$ cat src/rtl/spi_master.sv
// 16-bit mode-0 SPI initiator (CPOL=0, CPHA=0, MSB first) with registered outputs.
// Optional back-to-back words under one ss-low window: define SPI_BURST_EN.
`timescale 1ns/1ps
module spi_master #(
    parameter int CLK_DIV  = 4,
    parameter int SS_SETUP = 4,
    parameter int SS_HOLD  = 2,
    parameter int SS_GAP   = 4
) (
    input  logic        clk,
    input  logic        rst_n,
    input  logic        start,
    input  logic [15:0] tx_data,
    output logic        busy,
    output logic        done,
    output logic [15:0] rx_data,
    output logic        ss,
    output logic        sck,
    output logic        mosi,
    input  logic        miso
`ifdef SPI_BURST_EN
    ,
    input  logic        burst
`endif
);

    localparam logic [15:0] DIV_LAST   = 16'(CLK_DIV - 1);
    localparam logic [15:0] SETUP_LAST = 16'(SS_SETUP - 1);
    localparam logic [15:0] HOLD_LAST  = 16'(SS_HOLD - 1);
    localparam logic [15:0] GAP_LAST   = 16'(SS_GAP - 1);

    typedef enum logic [2:0] {
        S_IDLE,
        S_SETUP,
        S_LOW,
        S_HIGH,
        S_HOLD,
        S_GAP
`ifdef SPI_BURST_EN
        ,
        S_WAIT
`endif
    } state_t;

    state_t      state_q, state_d;
    logic [15:0] cnt_q, cnt_d;
    logic [3:0]  bit_q, bit_d;
    logic [15:0] sh_q, sh_d;
    logic [15:0] rx_q, rx_d;
    logic        ss_q, ss_d;
    logic        sck_q, sck_d;
    logic        mosi_q, mosi_d;
    logic        busy_q, busy_d;
    logic        done_q, done_d;
`ifdef SPI_BURST_EN
    // Set when a burst ends from WAIT: its done was already given at bit 15.
    logic        nodone_q, nodone_d;
`endif

    always_ff @(posedge clk or negedge rst_n) begin
        if (!rst_n) begin
            state_q  <= S_IDLE;
            cnt_q    <= '0;
            bit_q    <= '0;
            sh_q     <= '0;
            rx_q     <= '0;
            ss_q     <= 1'b1;
            sck_q    <= 1'b0;
            mosi_q   <= 1'b0;
            busy_q   <= 1'b0;
            done_q   <= 1'b0;
`ifdef SPI_BURST_EN
            nodone_q <= 1'b0;
`endif
        end else begin
            state_q  <= state_d;
            cnt_q    <= cnt_d;
            bit_q    <= bit_d;
            sh_q     <= sh_d;
            rx_q     <= rx_d;
            ss_q     <= ss_d;
            sck_q    <= sck_d;
            mosi_q   <= mosi_d;
            busy_q   <= busy_d;
            done_q   <= done_d;
`ifdef SPI_BURST_EN
            nodone_q <= nodone_d;
`endif
        end
    end

    always_comb begin
        state_d  = state_q;
        cnt_d    = cnt_q;
        bit_d    = bit_q;
        sh_d     = sh_q;
        rx_d     = rx_q;
        ss_d     = ss_q;
        sck_d    = sck_q;
        mosi_d   = mosi_q;
        busy_d   = busy_q;
        done_d   = 1'b0;
`ifdef SPI_BURST_EN
        nodone_d = nodone_q;
`endif
        case (state_q)
            S_IDLE: begin
                if (start) begin
                    sh_d    = tx_data;
                    bit_d   = '0;
                    cnt_d   = '0;
                    ss_d    = 1'b0;
                    busy_d  = 1'b1;
                    mosi_d  = tx_data[15];
                    state_d = S_SETUP;
                end
            end
            S_SETUP: begin
                if (cnt_q == SETUP_LAST) begin
                    cnt_d   = '0;
                    state_d = S_LOW;
                end else begin
                    cnt_d = cnt_q + 16'd1;
                end
            end
            S_LOW: begin
                // miso is captured on the same edge that raises sck.
                if (cnt_q == DIV_LAST) begin
                    cnt_d   = '0;
                    sck_d   = 1'b1;
                    sh_d    = {sh_q[14:0], miso};
                    state_d = S_HIGH;
                end else begin
                    cnt_d = cnt_q + 16'd1;
                end
            end
            S_HIGH: begin
                if (cnt_q == DIV_LAST) begin
                    cnt_d  = '0;
                    sck_d  = 1'b0;
                    mosi_d = sh_q[15];
                    bit_d  = bit_q + 4'd1;
                    if (bit_q == 4'd15) begin
`ifdef SPI_BURST_EN
                        if (burst) begin
                            rx_d    = sh_q;
                            done_d  = 1'b1;
                            busy_d  = 1'b0;
                            state_d = S_WAIT;
                        end else begin
                            state_d = S_HOLD;
                        end
`else
                        state_d = S_HOLD;
`endif
                    end else begin
                        state_d = S_LOW;
                    end
                end else begin
                    cnt_d = cnt_q + 16'd1;
                end
            end
            S_HOLD: begin
                if (cnt_q == HOLD_LAST) begin
                    cnt_d   = '0;
                    ss_d    = 1'b1;
                    state_d = S_GAP;
`ifdef SPI_BURST_EN
                    if (!nodone_q) begin
                        rx_d   = sh_q;
                        done_d = 1'b1;
                    end
`else
                    rx_d   = sh_q;
                    done_d = 1'b1;
`endif
                end else begin
                    cnt_d = cnt_q + 16'd1;
                end
            end
            S_GAP: begin
                if (cnt_q == GAP_LAST) begin
                    cnt_d    = '0;
                    busy_d   = 1'b0;
                    state_d  = S_IDLE;
`ifdef SPI_BURST_EN
                    nodone_d = 1'b0;
`endif
                end else begin
                    cnt_d = cnt_q + 16'd1;
                end
            end
`ifdef SPI_BURST_EN
            S_WAIT: begin
                // Start takes priority over ending the burst.
                if (start) begin
                    sh_d    = tx_data;
                    bit_d   = '0;
                    cnt_d   = '0;
                    busy_d  = 1'b1;
                    mosi_d  = tx_data[15];
                    state_d = S_LOW;
                end else if (!burst) begin
                    cnt_d    = '0;
                    busy_d   = 1'b1;
                    nodone_d = 1'b1;
                    state_d  = S_HOLD;
                end
            end
`endif
            default: begin
                state_d = S_IDLE;
            end
        endcase
    end

    assign busy    = busy_q;
    assign done    = done_q;
    assign rx_data = rx_q;
    assign ss      = ss_q;
    assign sck     = sck_q;
    assign mosi    = mosi_q;

endmodule

$ cat config.mk
export PLATFORM = sky130hd
export DESIGN_NAME = spi_master
export DESIGN_NICKNAME = d
export VERILOG_FILES = /design/src/rtl/spi_master.sv
export SDC_FILE = /design/constraint.sdc
export NUM_CORES = 1
export LEC_CHECK = 0
export ABC_AREA = 1
export BUFFER_PORTS_ARGS = -buffer_cell sky130_fd_sc_hd__buf_2
export CAP_MARGIN = 0
export CORE_MARGIN = 5
export CORE_UTILIZATION = 25
export CTS_CLUSTER_SIZE = 30
export DETAILED_ROUTE_END_ITERATION = 7
export PLACE_DENSITY_LB_ADDON = 0.3
export SKIP_LAST_GASP = 1
export SLEW_MARGIN = 0
export SYNTH_ARGS = -nofsm -noshare
export SYNTH_HDL_FRONTEND = slang
export SYNTH_SLANG_ARGS = --single-unit
$ cat constraint.sdc
create_clock -name clk -period 1.86 [get_ports clk]
set_input_delay 0.186 -clock clk [delete_from_list [all_inputs] [get_ports clk]]
set_output_delay 0.186 -clock clk [all_outputs]
set_load 0.005 [all_outputs]
==> metrics.md, run 1 <==
| Metric | Value |
|---|---|
| Syn Inst Count | 399 |
| FF-to-FF Start | cnt_q[0]$_DFFE_PN0P_ |
| Die Width | 125 um |
| Final setup violation count | 0 |
| FF+latch count, synth | 60 |
| Row cnt | 42 |
| Min Clock Period, post-route | 1.60 ns |
| Hold Path Class | in2reg |
| Max Cap Viol | 0 |
| Startpoint type of the worst setup path | flip-flop |
| Pleak | 1.96 nW |
| Routability congestion estimate | 0.824 |
| Max Slew Vio Count | 0 |
| Initial core utilization | 0.252 |
| Wire per inst | 12.3 um |
| Status | completed |
| DRT Pass-1 Iters | 4 |
| Synth Warn # | 0 |
| CP Class | reg2reg |
| CTS tree | done |
| CTS H-tree depth | 3 |
| Mapped cell area | 3320 sq um |
| CTS Buf Count | 9 |
| Worst-case clock buffer depth | 2 |
| Clock skew | 0.00902 ns |
| Post-Syn Nets | 422 |
| Num ports | 41 |
| Commonest non-fill, non-tap cell in the layout | nand2_1 |
| Share of cells above drive strength 1 | 0.283 |
| CP max stage cell | dfrtp_1 |
| Worst Hold Launch | tx_data[0] |
| Via total after detailed routing | 2709 |
| Slowest stage delay, CP | 0.43 ns |
| Avg Inst Size Synth | 8.31 sq um |
| Worst EP arrival | 1.86 ns |
| # Post-CTS Setup Buffers | 0 |
| Largest net degree at the start of global routing | 61 |
| Final wirelength | 7710 um |
| Critical-path cell list | ha_1 -> nand2_1 -> nor2_4 -> nand2_4 -> a21oi_4 -> buf_12 -> nand2_1 -> o21ai_2 |
| TNS Setup | 0 ns |
| GR Overflow Total | 0 |
| Worst-path clk slew | 0.05 ns |
| RSZ-0062 raised after global routing | no |
| Diode count | 0 |
| Root Driver | clkbuf_16 |
| Die Footprint | 15700 sq um |
| Core Footprint | 13100 sq um |
| Tcrit/Tclk final | 0.861 |
| Final hold vios | 0 |
| CP endpoint kind | flip-flop |
| Later-pin clock latency in the skew report | 0.33 ns |
| CP Data Required Time | 2.12 ns |
| Fin area | 4020 sq um |
| First-pass GRT wire length | 13300 um |
| Port bufs | 40 |
| Vert. Die Dim | 125 um |
| Antenna violations before repair | 0 |
| GRT Util Overall | 0.103 |
| F_max | 625 MHz |
| Crit-path max FO | 32 |
| Peak VDD IR | 0.000550 V |
| Most frequent cells in the layout | 114 x nand2_1, 59 x dfrtp_1, 40 x inv_1, 40 x buf_2, 33 x o21ai_0 |
| DR iter-0 viols | 134 |
| Nets | 470 |
| CP dominant cell by count | nand2_1 |
| Power Dens Cells | 1370 nW/um^2 |
| Sequential share of the synthesized area | 0.453 |
| CP Launch Point | cnt_q[0]$_DFFE_PN0P_ |
| Vias in the first global route | 2774 |
| Placed Area | 3710 sq um |
| Post-DRT Antenna Nets | 0 |
| Netlist cell types | 31 |
| DP Wirelength | 5440 um |
| Clock sink count | 60 |
| Layout area overhead | 21.3% |
| DRC Markers | 0 |
| Slew HR | 0.713 |
| Worst slew pin tran | 0.430 ns |
| Post-DR vias/cell | 4.31 |
## critical path: cells and delay by family (launching register included)
family | cells | cell delay, ns
simple gates | 4 | 0.43
fa+ha+maj | 1 | 0.23
flops | 1 | 0.43
compound gates | 2 | 0.22
buf+inv | 1 | 0.22
## Yosys cell counts (all sizes together)
master | number | area [sq um]
nand2 | 124 | 495
o21ai | 68 | 449
dfrtp | 59 | 1480
inv | 47 | 176
nor2 | 34 | 180
nand3 | 17 | 103
buf | 12 | 119
nor3 | 9 | 56.3
o211ai | 7 | 52.6
a21oi | 5 | 51.3
nand4 | 5 | 31.3
xor2 | 5 | 43.8
ha | 3 | 37.5
clkbuf | 1 | 5.00
dfstp | 1 | 26.3
o21bai | 1 | 7.51
o22ai | 1 | 6.26
## where the power goes
part           total [mW]  switching, mW  internal, mW  leakage [nW]
registers            1.76          0.172          1.59         0.793
logic                2.06           1.36         0.700          1.03
clock network        1.69          0.649          1.04         0.142
total                5.52           2.18          3.33          1.96
## state kept, by name, indices dropped and copies added, names as in the netlist
signal   cells
bit_q        4
busy         1
sck          1
rx_data     16
mosi         1
state_q      3
done         1
sh_q        16
cnt_q       16
ss           1
## through the flow
stage	utilization	cells	power (mW)	setup slack [ns]	hold WS, ns
floorplan	-	399	3.44	0.408	-0.110
global placement	0.282	611	3.84	0.140	0.228
detailed placement	0.282	611	3.87	0.0899	0.228
CTS	0.306	628	5.60	0.0788	0.160
global route	0.306	628	5.95	0.0445	0.208
finish	0.306	628	5.52	0.259	0.164
## repair_timing
item                                    in CTS  in global routing
endpoints found under the setup margin       0                 14
endpoints found under the hold margin       59                  0
hold buffers                                 1                  0
gates resized for setup                      0                  3
## worst paths after layout
| path | endpoint | slack (ns) | cells after the start |
|---|---|---|---|
| min | sh_q[0]$_DFFE_PN0P_ | 0.16 | 5 |
| max | sh_q[8]$_DFFE_PN0P_ | 0.26 | 8 |
| min in group asynchronous | cnt_q[9]$_DFFE_PN0P_ | 0.41 | 3 |
| max in group asynchronous | ss$_DFFE_PN1P_ | 1.14 | 3 |
| min reg2reg | mosi$_DFFE_PN0P_ | 0.46 | 2 |
| max reg2reg | sh_q[8]$_DFFE_PN0P_ | 0.26 | 8 |
## kinds of logic (layout without fill, tap and decap cells)
logic type | after synthesis | in the layout | synth area share
AND/OR/NAND/NOR | 189 | 189 | 0.261
buffers and inverters | 60 | 113 | 0.0905
adder cells (fa/ha/maj) | 3 | 3 | 0.0113
flip-flops | 60 | 60 | 0.453
XOR/XNOR | 5 | 5 | 0.0132
AO/OA/AOI/OAI | 82 | 82 | 0.171
## per-layer routing
metal / wire, um / up-vias / track usage
met3: 331 / 10 / 0.0273
met1: 3730 / 1249 / 0.137
met2: 3550 / 60 / 0.164
li1: - / 1390 / -
met5: 0 / - / 0
met4: 105 / 0 / 0.0357
## area by class of cell
type | count | area (sq um)
clock inverter | 7 | 76.3
multi-input combinational | 279 | 1520
sequential | 60 | 1500
timing repair buffer | 50 | 303
clock buffer | 9 | 225
inverter | 47 | 179
tap | 176 | 220
fill | 1463 | 9110
Note: power is estimated with default switching activity, not from simulation.
==> run 2: changes to the inputs <==
--- a/config.mk
+++ b/config.mk
@@ -8,13 +8,13 @@
 export ABC_AREA = 1
 export BUFFER_PORTS_ARGS = -buffer_cell sky130_fd_sc_hd__buf_2
 export CAP_MARGIN = 0
+export CORE_ASPECT_RATIO = 1.75
 export CORE_MARGIN = 5
 export CORE_UTILIZATION = 25
 export CTS_CLUSTER_SIZE = 30
 export DETAILED_ROUTE_END_ITERATION = 7
 export PLACE_DENSITY_LB_ADDON = 0.3
 export SKIP_LAST_GASP = 1
-export SLEW_MARGIN = 0
 export SYNTH_ARGS = -nofsm -noshare
 export SYNTH_HDL_FRONTEND = slang
 export SYNTH_SLANG_ARGS = --single-unit
==> metrics.md, run 2 (synthesis gave the netlist of run 1 again) <==
| Metric | Value |
|---|---|
| Slew HR | 0.719 |
| CP Data Required Time | 2.07 ns |
| Psw | 2.14 mW |
| CP endpoint kind | flip-flop |
| Share of cells above drive strength 1 | 0.286 |
| Max Slew Vio Count | 0 |
| Vias in the first global route | 2781 |
| Max Cap Viol | 0 |
| Nets | 474 |
| Cell family with most CP delay | simple AND/OR/NAND/NOR gates |
| Flop pwr share | 0.312 |
| Comb power frac | 0.367 |
| DP Wirelength | 5800 um |
| Worst-path clk slew | 0.05 ns |
| CTS tree | done |
| Vert. Die Dim | 162 um |
| Worst EP arrival | 1.92 ns |
| Port bufs | 40 |
| CTS Buf Count | 9 |
| Final wirelength | 7850 um |
| Die Footprint | 15800 sq um |
| Num ports | 41 |
| CP Class | reg2reg |
| Startpoint type of the worst setup path | flip-flop |
| Post-DR vias/cell | 4.41 |
| Clock Power Share | 0.321 |
| Critical-path cell list | ha_1 -> nand3_1 -> inv_1 -> nand2_1 -> nor2_1 -> nand2_1 -> xor2_1 -> nor2_1 |
| Antenna violations before repair | 0 |
| Later-pin clock latency in the skew report | 0.33 ns |
| Post-DRT Antenna Nets | 0 |
| Final setup violation count | 0 |
| Commonest non-fill, non-tap cell in the layout | nand2_1 |
| RSZ-0062 raised after global routing | no |
| Diode count | 0 |
| DR iter-0 viols | 87 |
| CP bufs+invs | 1 |
| TNS Setup | 0 ns |
| Final hold vios | 0 |
| Layout area overhead | 22.6% |
| Largest net degree at the start of global routing | 61 |
| Worst-case clock buffer depth | 2 |
| DRT Pass-1 Iters | 4 |
| Initial core utilization | 0.255 |
| GR Overflow Total | 0 |
| Wire per inst | 12.5 um |
| Row cnt | 55 |
| Core Footprint | 13000 sq um |
| Clock sink count | 60 |
| Worst slew pin tran | 0.422 ns |
| Final WS setup | 0.157 ns |
| # Post-CTS Setup Buffers | 0 |
| Final Power | 5.67 mW |
| GRT Util Overall | 0.103 |
| Min Clock Period, post-route | 1.70 ns |
| Routability congestion estimate | 0.841 |
| DRC Markers | 0 |
| Tcrit/Tclk final | 0.916 |
| Die Width | 97.1 um |
| Peak VDD IR | 0.000910 V |
| Sw Share | 0.378 |
| Power Dens Cells | 1390 nW/um^2 |
| CP max stage cell | dfrtp_1 |
| Post-place setup slack | 0.0596 ns |
| CTS H-tree depth | 3 |
| Status | completed |
| Slowest stage delay, CP | 0.44 ns |
| Most frequent cells in the layout | 114 x nand2_1, 59 x dfrtp_1, 40 x inv_1, 40 x buf_2, 33 x o21ai_0 |
| Crit-path max FO | 6 |
| F_max | 587 MHz |
| P_int | 3.53 mW |
| Final Util | 0.313 |
| Pleak | 2.00 nW |
| Clock skew | 0.00376 ns |
| Hold Path Class | in2reg |
| First-pass GRT wire length | 13200 um |
| Via total after detailed routing | 2759 |
| Root Driver | clkbuf_16 |
-- run 2: worst paths after layout --
check / start / to / slack, ns / depth (start not counted)
setup reg to reg: cnt_q[0]$_DFFE_PN0P_ / cnt_q[6]$_DFFE_PN0P_ / 0.16 / 8
setup / recovery: cnt_q[0]$_DFFE_PN0P_ / cnt_q[6]$_DFFE_PN0P_ / 0.16 / 8
min in group asynchronous: rst_n / rx_data[13]$_DFFE_PN0P_ / 0.39 / 3
hold reg to reg: rx_data[9]$_DFFE_PN0P_ / rx_data[9]$_DFFE_PN0P_ / 0.48 / 2
max in group asynchronous: rst_n / ss$_DFFE_PN1P_ / 1.14 / 3
hold / removal: tx_data[0] / sh_q[0]$_DFFE_PN0P_ / 0.17 / 5
-- run 2: power by group through the flow --
stage / sequential (mW) / combinational, mW / clock, mW
floorplan: 1.74 / 1.70 / 0
global placement: 1.78 / 2.08 / 0
detailed placement: 1.79 / 2.13 / 0
finish: 1.77 / 2.08 / 1.82
global route: 1.80 / 2.36 / 1.92
CTS: 1.77 / 2.13 / 1.87
-- run 2: per-stage QoR --
stage | std cells | instance area [sq um] | hold slack [ns]
2_1_floorplan | 399 | 3320 | -0.110
3_3_place_gp | 610 | 3730 | 0.224
3_5_place_dp | 610 | 3730 | 0.225
4_1_cts | 626 | 4070 | 0.158
5_1_grt | 626 | 4070 | 0.194
6_report | 626 | 4070 | 0.172
-- run 2: final cells by class --
cell class	instances	area (sq um)
Clock buffer	11	253
Clock inverter	4	72.6
Fill cell	1400	8940
Inverter	47	179
Multi-Input combinational cell	279	1510
Sequential cell	60	1500
Tap cell	171	214
Timing Repair Buffer	54	333
-- run 2: layer usage --
metal / up-vias / global-route usage / routed length, um
met4: 0 / 0.0575 / 244
met5: - / 0 / 0
met3: 16 / 0.0227 / 392
met1: 1284 / 0.111 / 3110
li1: 1382 / - / -
met2: 77 / 0.186 / 4090
-- run 2: what timing repair did --
item | 4_1_cts | 5_1_grt
hold buffers | 1 | 0
hold endpoints to repair | 59 | 0
gates resized for setup | 0 | 2
setup endpoints to repair | 0 | 16
-- run 2: worst register-to-register path, cell delays in order, from the launching register on --
cell and delay (ns):
dfrtp_1 0.44, ha_1 0.23, nand3_1 0.16, inv_1 0.13, nand2_1 0.07, nor2_1 0.25, nand2_1 0.11, xor2_1 0.15
nor2_1 0.05
==> run 3: changes to the inputs <==
--- a/config.mk
+++ b/config.mk
@@ -7,13 +7,13 @@
 export LEC_CHECK = 0
 export ABC_AREA = 1
 export BUFFER_PORTS_ARGS = -buffer_cell sky130_fd_sc_hd__buf_2
-export CAP_MARGIN = 0
+export CAP_MARGIN = 20
 export CORE_ASPECT_RATIO = 1.75
 export CORE_MARGIN = 5
 export CORE_UTILIZATION = 25
 export CTS_CLUSTER_SIZE = 30
 export DETAILED_ROUTE_END_ITERATION = 7
-export PLACE_DENSITY_LB_ADDON = 0.3
+export PLACE_DENSITY = 0.51
 export SKIP_LAST_GASP = 1
 export SYNTH_ARGS = -nofsm -noshare
 export SYNTH_HDL_FRONTEND = slang
==> metrics.md, run 3 (synthesis gave the netlist of run 1 again) <==
| Metric | Value |
|---|---|
| Vias in the first global route | 2828 |
| Layout area overhead | 20.2% |
| Commonest non-fill, non-tap cell in the layout | nand2_1 |
| GRT Util Overall | 0.103 |
| First-pass GRT wire length | 13100 um |
| Tcrit/Tclk final | 0.892 |
| Peak VDD IR | 0.000530 V |
| Min Clock Period, post-route | 1.66 ns |
| Port bufs | 40 |
| TNS Setup | 0 ns |
| Clock sink count | 60 |
| DP Wirelength | 5860 um |
| Root Driver | clkbuf_16 |
| Post-route insts no fill | 623 |
| Worst-path clk slew | 0.05 ns |
| Row cnt | 55 |
| CP max stage cell | dfrtp_1 |
| Later-pin clock latency in the skew report | 0.33 ns |
| CP Class | reg2reg |
| Largest net degree at the start of global routing | 61 |
| Most frequent cells in the layout | 114 x nand2_1, 59 x dfrtp_1, 40 x inv_1, 40 x buf_2, 33 x o21ai_0 |
| Routability congestion estimate | 0.847 |
| Diode count | 0 |
| DR iter-0 viols | 64 |
| GR Overflow Total | 0 |
| Startpoint type of the worst setup path | flip-flop |
| Worst slew pin tran | 0.431 ns |
| RSZ-0062 raised after global routing | no |
| Vert. Die Dim | 162 um |
| Crit-path max FO | 6 |
| Slew HR | 0.713 |
| Die Width | 97.1 um |
| CP endpoint kind | flip-flop |
| Final hold vios | 0 |
| Pleak | 1.95 nW |
| DRT Pass-1 Iters | 4 |
| Power Dens Cells | 1340 nW/um^2 |
| Antenna violations before repair | 0 |
| Critical-path cell list | ha_1 -> nand3_1 -> inv_1 -> nand2_1 -> nor2_1 -> nand2_1 -> xor2_1 -> nor2_1 |
| Via total after detailed routing | 2750 |
| Slowest stage delay, CP | 0.42 ns |
| # Post-CTS Setup Buffers | 0 |
| CTS Buf Count | 9 |
| Die Footprint | 15800 sq um |
| Share of cells above drive strength 1 | 0.281 |
| DRC Markers | 0 |
| Initial core utilization | 0.255 |
| Max Cap Viol | 0 |
| Post-DRT Antenna Nets | 0 |
| Status | completed |
| Num ports | 41 |
| CP Data Required Time | 2.07 ns |
| Nets | 471 |
| Final setup violation count | 0 |
| Post-DR vias/cell | 4.41 |
| Max Slew Vio Count | 0 |
| Final Util | 0.306 |
| Worst-case clock buffer depth | 2 |
| Post-Place Cells | 607 |
| Core Footprint | 13000 sq um |
| Worst EP arrival | 1.87 ns |
| Clock skew | 0.00548 ns |
| Final wirelength | 7750 um |
| Wire per inst | 12.4 um |
| CTS H-tree depth | 3 |
| Hold Path Class | in2reg |
| CTS tree | done |
| F_max | 603 MHz |
run 3: cell count changes in the layout (fill, tap and decap cells not counted), sizes merged:
| cell | delta |
|---|---|
| buf | -3 |
| inv | +1 |
| clkbuf | -2 |
| clkinv | +1 |
| clkinvlp | +2 |
| bufinv | -2 |
run 3: power by group:
part,internal (mW),switching [mW]
clock,0.891,0.602
sequential,1.59,0.177
combinational,0.700,1.37
total,3.18,2.15
run 3: worst paths after layout:
| path | start | to | slack, ns | cells past startpoint |
|---|---|---|---|---|
| worst min register to register | mosi$_DFFE_PN0P_ | mosi$_DFFE_PN0P_ | 0.48 | 2 |
| worst min-delay path | tx_data[8] | sh_q[8]$_DFFE_PN0P_ | 0.17 | 5 |
| min in group asynchronous | rst_n | sh_q[13]$_DFFE_PN0P_ | 0.39 | 3 |
| worst max register to register | cnt_q[0]$_DFFE_PN0P_ | cnt_q[6]$_DFFE_PN0P_ | 0.20 | 8 |
| max in group asynchronous | rst_n | ss$_DFFE_PN1P_ | 1.15 | 3 |
| worst max-delay path | cnt_q[0]$_DFFE_PN0P_ | cnt_q[6]$_DFFE_PN0P_ | 0.20 | 8 |
run 3: layout make-up:
cell class / count / area [sq um]
Timing Repair Buffer: 51 / 310
Sequential cell: 60 / 1500
Clock buffer: 9 / 225
Fill cell: 1372 / 9020
Multi-Input combinational cell: 279 / 1510
Inverter: 47 / 179
Clock inverter: 6 / 41.3
Tap cell: 171 / 214
run 3: metal layers:
| metal | global-route usage | part of all wire | vias up | wire [um] |
|---|---|---|---|---|
| met3 | 0.0304 | 0.046 | 14 | 357 |
| met4 | 0.0511 | 0.030 | 0 | 234 |
| met1 | 0.102 | 0.38 | 1290 | 2960 |
| li1 | - | - | 1388 | - |
| met5 | 0 | 0 | - | 0 |
| met2 | 0.194 | 0.54 | 58 | 4200 |
run 3: metrics by stage:
step                      worst slack [ns]  hold slack [ns]  total power [mW]  area (sq um)
after floorplan                      0.408           -0.110              3.44          3320
after global placement               0.133            0.227              3.87          3710
after detailed placement            0.0759            0.229              3.91          3710
after CTS                           0.0639            0.157              5.45          3980
after global routing                0.0157            0.181              5.76          3990
final                                0.201            0.169              5.34          3990
run 3: timing repair:
item,CTS,global route
setup endpoints to repair,0,13
endpoints found under the hold margin,59,0
resized for setup,0,2
hold buffers,1,0
run 3: critical path: cells and delay by family (launching register included):
kind          cells  cell delay [ns]
xor+xnor          1             0.14
fa+ha+maj         1             0.22
buf+inv           1             0.12
flops             1             0.42
simple gates      5             0.63
